==> src/rtl/lc3b_types.sv <==
// Shared LC-3b core types: register numbers, hazard FSM states and the pipeline NOP word.
package lc3b_types;

    typedef logic [2:0] lc3b_reg;

    typedef enum logic {
        PH1,
        PH2
    } hazard_state_t;

    // BR with no condition bits set never branches, so all-zero is the NOP.
    localparam logic [15:0] NOP_INSTR = 16'h0000;

endpackage

==> src/rtl/sat_counter.sv <==
// Saturating up-counter: counts cycles with inc high, holds at all-ones, cleared by rst.
module sat_counter #(
    parameter int unsigned W = 16
) (
    input  logic         clk,
    input  logic         rst,
    input  logic         inc,
    output logic [W-1:0] count
);

    logic [W-1:0] count_q;
    logic [W-1:0] count_d;

    always_comb begin
        count_d = count_q;
        if (inc && (count_q != {W{1'b1}})) begin
            count_d = count_q + 1'b1;
        end
    end

    always_ff @(posedge clk) begin
        if (rst) begin
            count_q <= '0;
        end else begin
            count_q <= count_d;
        end
    end

    assign count = count_q;

endmodule

==> src/rtl/hazard_control.sv <==
// Stall/bubble/flush controller for the five-stage LC-3b pipe.
// Statistics counters are built only when HAZARD_STATS_EN is defined.
module hazard_control
    import lc3b_types::*;
#(
    parameter int unsigned STAT_W = 16
) (
    input  logic              clk,
    input  logic              rst,
    input  logic              imem_read,
    input  logic              imem_resp,
    input  logic              mem_read,
    input  logic              mem_write,
    input  logic              mem_indirect,
    input  logic              dmem_resp,
    input  logic              mem_br_taken,
    input  logic              ex_load_regfile,
    input  logic              ex_mem_read,
    input  lc3b_reg           ex_dest,
    input  lc3b_reg           id_sr1,
    input  lc3b_reg           id_sr2,
    input  logic              id_uses_sr1,
    input  logic              id_uses_sr2,
    output logic              dmem_phase,
    output logic              load_pc,
    output logic              load_if_id,
    output logic              load_id_ex,
    output logic              load_ex_mem,
    output logic              load_mem_wb,
    output logic              id_ex_bubble,
    output logic              flush_if_id,
    output logic              flush_id_ex,
    output logic              flush_ex_mem,
    output logic [STAT_W-1:0] stall_cycles,
    output logic [STAT_W-1:0] bubble_count,
    output logic [STAT_W-1:0] flush_count
);

    hazard_state_t state_q, state_d;

    logic mem_access;
    logic mem_done;
    logic if_done;
    logic stall;
    logic load_use;
    logic br_flush;

    assign mem_access = mem_read | mem_write;
    assign mem_done   = !mem_access | (dmem_resp & ((state_q == PH2) | !mem_indirect));
    assign if_done    = !imem_read | imem_resp;
    assign stall      = !rst & (!mem_done | !if_done);
    assign load_use   = ex_mem_read & ex_load_regfile &
                        ((id_uses_sr1 & (id_sr1 == ex_dest)) |
                         (id_uses_sr2 & (id_sr2 == ex_dest)));
    assign br_flush   = !rst & !stall & mem_br_taken;

    always_comb begin
        state_d = state_q;
        unique case (state_q)
            PH1: if (mem_access && mem_indirect && dmem_resp) state_d = PH2;
            PH2: if (dmem_resp) state_d = PH1;
            default: state_d = PH1;
        endcase
    end

    always_ff @(posedge clk) begin
        if (rst) begin
            state_q <= PH1;
        end else begin
            state_q <= state_d;
        end
    end

    always_comb begin
        dmem_phase   = (state_q == PH2) & !rst;
        load_pc      = 1'b1;
        load_if_id   = 1'b1;
        load_id_ex   = 1'b1;
        load_ex_mem  = 1'b1;
        load_mem_wb  = 1'b1;
        id_ex_bubble = 1'b0;
        flush_if_id  = 1'b0;
        flush_id_ex  = 1'b0;
        flush_ex_mem = 1'b0;
        if (rst || br_flush) begin
            flush_if_id  = 1'b1;
            flush_id_ex  = 1'b1;
            flush_ex_mem = 1'b1;
        end else if (stall) begin
            load_pc     = 1'b0;
            load_if_id  = 1'b0;
            load_id_ex  = 1'b0;
            load_ex_mem = 1'b0;
            load_mem_wb = 1'b0;
        end else if (load_use) begin
            // One bubble suffices: next cycle the load sits in MEM and forwarding covers it.
            load_pc      = 1'b0;
            load_if_id   = 1'b0;
            id_ex_bubble = 1'b1;
        end
    end

`ifdef HAZARD_STATS_EN
    sat_counter #(.W(STAT_W)) u_stall_cnt (
        .clk   (clk),
        .rst   (rst),
        .inc   (stall),
        .count (stall_cycles)
    );

    sat_counter #(.W(STAT_W)) u_bubble_cnt (
        .clk   (clk),
        .rst   (rst),
        .inc   (id_ex_bubble),
        .count (bubble_count)
    );

    sat_counter #(.W(STAT_W)) u_flush_cnt (
        .clk   (clk),
        .rst   (rst),
        .inc   (br_flush),
        .count (flush_count)
    );
`else
    assign stall_cycles = '0;
    assign bubble_count = '0;
    assign flush_count  = '0;
`endif

endmodule
==> config.mk <==
export PLATFORM = sky130hd
export DESIGN_NAME = hazard_control
export DESIGN_NICKNAME = d
export VERILOG_FILES = /design/src/rtl/lc3b_types.sv /design/src/rtl/sat_counter.sv /design/src/rtl/hazard_control.sv
export SDC_FILE = /design/constraint.sdc
export NUM_CORES = 1
export LEC_CHECK = 0
export ABC_AREA = 1
export CAP_MARGIN = 20
export CORE_ASPECT_RATIO = 0.9
export CORE_MARGIN = 4
export CORE_UTILIZATION = 29
export CTS_BUF_LIST = sky130_fd_sc_hd__clkbuf_8
export CTS_CLUSTER_DIAMETER = 120
export DETAILED_ROUTE_END_ITERATION = 6
export PLACE_DENSITY = 0.88
export SKIP_LAST_GASP = 1
export SLEW_MARGIN = 15
export SYNTH_ARGS = -nofsm -noshare
export SYNTH_HDL_FRONTEND = slang
export SYNTH_HIERARCHICAL = 1
export SYNTH_SLANG_ARGS = --single-unit
==> constraint.sdc <==
create_clock -name clk -period 3 [get_ports clk]
set_input_delay 0.6 -clock clk [delete_from_list [all_inputs] [get_ports clk]]
set_output_delay 0.6 -clock clk [all_outputs]
set_load 0.05 [all_outputs]
==> impl_summary.md, run 1 <==
Power and ir drop
The overall power consumption is 0.282 mW. In this run, the combinational gates consume a little over nine tenths of the power. The worst ir drop on vdd is between 0.1 and 0.15 mV. Net switching is 70.4% of the power. Cell internal power was estimated by the tool at approximately 0.084 mW. In this run the power density over the cells is about 330 nW/um^2. The total net switching power is 0.199 mW. Summed over all cells, the static leakage comes to 0.502 nW. The fraction of power consumed by sequential logic is ~5.1%. The share of total power dissipated in the clock network is 0%.

Finish
Once layout is done, the placed cells without fillers occupy slightly below 900 sq um. After the last flow step, the layout net total stands at 159. The area growth from synthesis to final layout is 33.5%. Leaving out fill and tap cells, the most frequent cells in the layout are sky130_fd_sc_hd__conb_1, sky130_fd_sc_hd__nand2_1, sky130_fd_sc_hd__clkdlybuf4s50_1, sky130_fd_sc_hd__inv_1, sky130_fd_sc_hd__nor2_1. The largest registers in the layout are state_q (1). The post-route netlist has between 10% and 20% of its cells at a drive strength greater than 1. The flip-flop count of the largest register, all copies and words added is 1. 0 antenna diodes ended up in the layout. The most frequent standard cell in the layout excluding fill and tap cells is sky130_fd_sc_hd__conb_1. The count of cells in the finished layout, fillers not included, comes to 160. Cells fill 42.8% of the core in the end. The register name with the most flops is state_q.

Placed design
Prior to clock tree synthesis, the placed netlist has a worst setup slack of a little under 400 ps. The instance count after placement with tap cells included is 160. Port buffering added 31 buffers. The global placer's final weighted congestion is ~0.84. The standard cell area after detailed placement is between 800 and 900 sq um. After legalization and detailed placement, the total HPWL measured between 1000 and 1500 um.

Setup path
The arrival time reported for the critical path endpoint is roughly 2000 ps. The worst register-to-register path begins at state_q. The endpoint identified for the worst register-to-register timing path is state_q. The type of destination of the critical path is a primary output. Among cell families on the critical path, the largest total delay comes from buffers and inverters. Walking the worst path, the cells encountered are clkdlybuf4s50_1, nor2_1, and3_2, a21oi_1, buf_12.

The critical path's slowest cell is sky130_fd_sc_hd__clkdlybuf4s50_1. The maximum fanout along the worst path is 4. The type of the setup path with the least slack is in -> out. The buffering stage count on the worst path with inverters included is 2. Across all register-to-register paths, the minimum setup slack is approximately 2200 ps. The data required time at the worst endpoint is between 2000 and 2500 ps.

The maximum cell stage delay along the critical path is 530 ps. The type of origin of the critical path is an input port. The depth of the worst register-to-register path is 5.

Worst hold path
Counting instances, the worst hold path has a depth of 4. The worst hold path terminates at state_q. In this run the worst hold path is classified as reg -> reg. The hold path startpoint is state_q.

Yosys
The post-synthesis sequential area ratio is roughly 3.1%. The number of distinct library cells after synthesis is 14. After technology mapping, the gate count stands at ~110. Of the post-synthesis cell area, the dominant cell type holds between 60% and 70%. The post-synthesis cell type with the largest combined area is sky130_fd_sc_hd__buf_4. The cell area after synthesis is between 600 and 700 sq um.

The post-synthesis area per instance is ~6.0 sq um. In the post-synthesis netlist, the biggest area contributors are sky130_fd_sc_hd__buf_4, sky130_fd_sc_hd__nand2_1, sky130_fd_sc_hd__inv_1. In this run, synthesis produced a sequential element count of 1. Yosys printed 6 warnings.

Die
The die covers 3060 sq um. In this run the count of I/O pins placed on the die edge is 80. For this configuration, the core starts out at a cell density of 32.0%. The cell row count is 15. The core box area is about 2000 sq um. The chip height is approximately 53 um. The die is 57.9 um wide.

STA
Measured against its own limit, the worst slew margin works out to about two thirds. The clock arrives with 0 ps of skew. The final-report setup violation count is 0.

The clock period could shrink to around 2600 ps. The final critical-path share of the clock period is about 87%. After layout, the worst setup slack is roughly 400 ps.

The count of final hold-check violations came to 0. Setup repair after global routing left no endpoint under its margin. Static timing analysis puts the maximum clock frequency at slightly below 400 MHz. The final max-slew violation count is 0. Hold is met by between 600 and 700 ps.

After routing, the total negative slack on setup checks comes to 0 ps. At the pin with the least slew margin, the transition time is around 500 ps.

Routing
The remaining routing DRC violations is 0. In the routed layout, each cell is associated on average with a via count of roughly 3.2. The final route contains between 500 and 600 vias.

After detailed routing, the total wire length is around 1400 um. The number of DRC markers after the initial detailed-route iteration is 2. The number of routed nets with antenna violations is 0.

After detailed routing, the average wire length per cell comes to 8.73 um. The iteration count of the initial detailed-routing pass is 2.

Global route
The largest net degree at the start of global routing is 5. The global-route wire length before repair is roughly 1700 um. The overall overflow remaining after global route is 0. The number of antenna violations at the first check in global routing was 0. The total global-route track usage is approximately 7.0%. The number of global-route vias before repair is between 300 and 400.

Outcome
The run finished with clean final reports.

Clock network
In this run, post-CTS repair resized a total of 0 instances. For the worst-skew pair, the clock arrives at the later sink with an insertion delay of 0 ps. Clock-pin slew was measured on the worst setup and hold paths at 0 ps. The number of buffers inserted for hold repair after clock tree synthesis is 0. The number of buffers inserted to repair setup after CTS is 0.

Flow run
Max-cap violations in this run came to 0.
[worst register-to-register path, delay by kind of cell (launching register included)]
kind	cells	cell delay, ps
and+or+nand+nor	2	130
AOI/OAI and AO/OA	1	180
buffers and inverters	2	110
DFF	1	280
[synthesized netlist by cell type]
master                    instances
sky130_fd_sc_hd__nor2_1          10
sky130_fd_sc_hd__nor2_2           2
sky130_fd_sc_hd__or2_1            1
sky130_fd_sc_hd__buf_4           53
sky130_fd_sc_hd__inv_2            1
sky130_fd_sc_hd__a31oi_1          1
sky130_fd_sc_hd__a21oi_1          1
sky130_fd_sc_hd__nand2_2          2
sky130_fd_sc_hd__nand2_1         23
sky130_fd_sc_hd__and3_2           1
sky130_fd_sc_hd__conb_1           1
sky130_fd_sc_hd__inv_1           11
sky130_fd_sc_hd__dfxtp_1          1
sky130_fd_sc_hd__a21oi_2          1
[layer usage]
layer	vias to the layer above	routed length (um)	part of all wire [%]	global-route usage, %
met5	-	0	0	0
met4	0	0	0	0
met3	0	175	13	0.732
met2	33	817	59	15.6
met1	214	404	29	7.16
li1	272	-	-	-
[power by group through the flow]
stage	Clock (mW)	Combinational [mW]	Sequential, mW
floorplan	0	0.245	0.0144
global placement	0	0.265	0.0144
detailed placement	0	0.267	0.0144
CTS	0	0.267	0.0144
global route	0	0.278	0.0145
finish	0	0.268	0.0144
[worst max path at each step]
stage | startpoint | end | slack (ps) | cells after the start
3_5_place_dp | ex_dest[0] | load_if_id | 380 | 8
3_3_place_gp | rst | dmem_phase | 410 | 3
6_report | rst | load_if_id | 400 | 5
2_1_floorplan | mem_write | load_pc | 270 | 5
4_1_cts | ex_dest[1] | load_if_id | 380 | 8
5_1_grt | ex_dest[0] | load_if_id | 270 | 8
[cell families (layout without fill, tap and decap cells)]
family | Yosys count | after routing | synth area share [%]
AO/OA/AOI/OAI | 3 | 3 | 3.08
buffers and inverters | 65 | 44 | 68.2
flip-flops | 1 | 1 | 3.08
other | 1 | 48 | 0.577
AND/OR/NAND/NOR | 39 | 39 | 25.0
[layout make-up]
cell class	count	area [sq um]
fill	210	1160
sequential	1	20.0
inverter	12	45.0
tap	25	31.3
multi-input combinational	90	363
timing repair buffer	32	408
Power figures use the tool's default switching activity.
==> run 2: changes to the inputs <==
--- a/config.mk
+++ b/config.mk
@@ -13,7 +13,7 @@
 export CTS_BUF_LIST = sky130_fd_sc_hd__clkbuf_8
 export CTS_CLUSTER_DIAMETER = 120
 export DETAILED_ROUTE_END_ITERATION = 6
-export PLACE_DENSITY = 0.88
+export PLACE_DENSITY_LB_ADDON = 0.2
 export SKIP_LAST_GASP = 1
 export SLEW_MARGIN = 15
 export SYNTH_ARGS = -nofsm -noshare
==> impl_summary.md, run 2 (synthesis results as in run 1) <==
Outcome
The run finished with clean final reports.

Finish
The largest registers in the layout are state_q (1). The most frequent standard cell in the layout excluding fill and tap cells is sky130_fd_sc_hd__conb_1. The final net count came to 159 (unchanged). The fraction of final layout cells sized beyond drive strength 1 is 12.6% (unchanged). The register name with the most flops is state_q. The antenna diode count is 0 (unchanged).

The fill cell total of the finished layout came to 227 (+8.1%). The area growth from synthesis to final layout was 33.5% (unchanged). In the layout the commonest cells are sky130_fd_sc_hd__conb_1, sky130_fd_sc_hd__nand2_1, sky130_fd_sc_hd__clkdlybuf4s50_1, sky130_fd_sc_hd__inv_1, sky130_fd_sc_hd__nor2_1. The flip-flop count of the largest register, all copies and words added is 1 (unchanged).

Die
The full die area is 3060 sq um (unchanged). The width of the die is 57.9 um (unchanged). The cell row count is 15 (unchanged). The I/O pin total is 80 (unchanged).

The chip height is 52.9 um (unchanged). The core box area came to 2030 sq um (unchanged). The starting density of the core is 32.0% (unchanged).

STA
The final-report setup violation count was 0 (unchanged). The final max-slew violation count is 0 (unchanged). The worst max-slew margin expressed relative to the limit is 66.7% (+0.11 points).

The shortest clock period the worst path allows after layout came to 2620 ps (+20.3 ps). The final critical-path share of the clock period was 87.4% (+0.68 points). The worst clock skew is 0 ps (unchanged). The transition time at the pin with the least slew margin came to 498 ps (-1.71 ps). The highest clock rate is 381 MHz (-0.77%).

The worst hold slack across all endpoints is 585 ps (-17.8 ps). The accumulated negative setup slack was 0 ps (unchanged). The count of final hold-check violations is 0 (unchanged).

Setup repair after global routing left no endpoint under its margin.

Routing
The iteration count of the initial detailed-routing pass came to 2 (unchanged). The number of routed nets with antenna violations is 0 (unchanged). The wire length after detailed routing is 1340 um (-4.4%). The average routed wire per standard cell is 8.34 um (-4.4%). The remaining routing DRC violations is 0 (unchanged). The routed via count divided by cell count came to 3.31 (+1.9%).

The number of DRC markers after the initial detailed-route iteration is 6 (+4). The total vias in the final route is 529 (+1.9%).

Setup path
STA classifies the critical path startpoint as an input port. The depth of the worst register-to-register path came to 5 (unchanged). STA classifies the critical path endpoint as a primary output.

In this run the critical register-to-register path is captured at state_q. The arrival time reported for the critical path endpoint is 2020 ps (+20 ps). The type of the setup path with the least slack is in -> out.

The maximum fanout along the worst path is 4 (unchanged). The launch instance of the worst register-to-register path is state_q. The data required time at the worst endpoint is 2400 ps (about the same).

The setup slack of the worst register-to-register path is 2220 ps (+40 ps).

Clock network
The number of buffers inserted to repair setup after CTS is 0 (unchanged). The number of buffers inserted for hold repair after clock tree synthesis is 0 (unchanged). The register clock-pin slew on the reported worst setup and hold paths is 0 ps (unchanged). The clock latency on the worst-skew pair is 0 ps (unchanged). The count of instances resized after the clock tree is built was 0 (unchanged).

Flow run
The number of violations of the max-capacitance limit was 0 (unchanged).

Worst hold path
The type of the tightest min-delay check is reg -> reg. For hold timing, the worst endpoint is state_q. The hold path startpoint is state_q. The number of cells on the worst hold path is 4 (unchanged).

Global route
The overall overflow remaining after global route is 0 (unchanged). The largest net degree at the start of global routing is 5 (unchanged). The number of global-route vias before repair was 385 (-1.8%). The number of antenna violations at the first check in global routing is 0 (unchanged). The global-route wire length before repair is 1660 um (-2.9%). The total global-route track usage came to 6.73% (-0.25 points).

Power and ir drop
The cell leakage power was 0.502 nW (unchanged). The worst ir drop on vdd is 0.190 mV (+52%). The total power density per cell area is 325 nW/um^2 (-0.20%).

Placed design
The placed wire-length estimate after detailed placement is 1320 um (-4.0%). The global placer's final weighted congestion came to 0.716 (-15%). The number of buffer cells added on primary ports is 31 (unchanged).
==> run 2: final cells by class <==
class | instances | area [sq um] | share of cell area (%)
repair buffers | 32 | 408 | 47.0
multi-input cells | 90 | 363 | 41.8
inverters | 12 | 45.0 | 5.19
well taps | 25 | 31.3 | 3.61
flip-flops and latches | 1 | 20.0 | 2.31
==> run 2: worst max path at each step <==
| stage | cells after the start | endpoint | from |
|---|---|---|---|
| 5_1_grt | 3 | dmem_phase | rst |
| 2_1_floorplan | 5 | load_pc | mem_write |
| 4_1_cts | 3 | dmem_phase | rst |
| 6_report | 3 | dmem_phase | rst |
| 3_3_place_gp | 3 | dmem_phase | rst |
| 3_5_place_dp | 8 | load_if_id | ex_dest[2] |
==> run 2: critical path: stages <==
cell                              delay (ps)
sky130_fd_sc_hd__clkdlybuf4s50_1         480
sky130_fd_sc_hd__nor2_1                  130
sky130_fd_sc_hd__clkdlybuf4s50_1         810
==> run 2: metal layers <==
metal | up-vias | global-route usage (%) | part of all wire (%)
li1 | 273 | - | -
met1 | 220 | 7.32 | 30
met2 | 36 | 15.0 | 59
met3 | 0 | 0 | 12
met4 | 0 | 0 | 0
met5 | - | 0 | 0
==> run 2: power by group <==
part	internal (mW)	switching [mW]	total, mW
logic	0.0694	0.198	0.267
clock network	0	0	0
registers	0.0143	0.000164	0.0144
total	0.0837	0.198	0.282
==> run 2: metrics by stage <==
stage / instances / util (%) / total power [mW] / instance area (sq um) / worst slack [ps]
floorplan: 156 / - / 0.259 / 826 / 269
global placement: 160 / 42.8 / 0.280 / 867 / 385
detailed placement: 160 / 42.8 / 0.281 / 867 / 387
CTS: 160 / 42.8 / 0.281 / 867 / 373
global route: 160 / 42.8 / 0.292 / 867 / 315
finish: 160 / 42.8 / 0.282 / 867 / 379
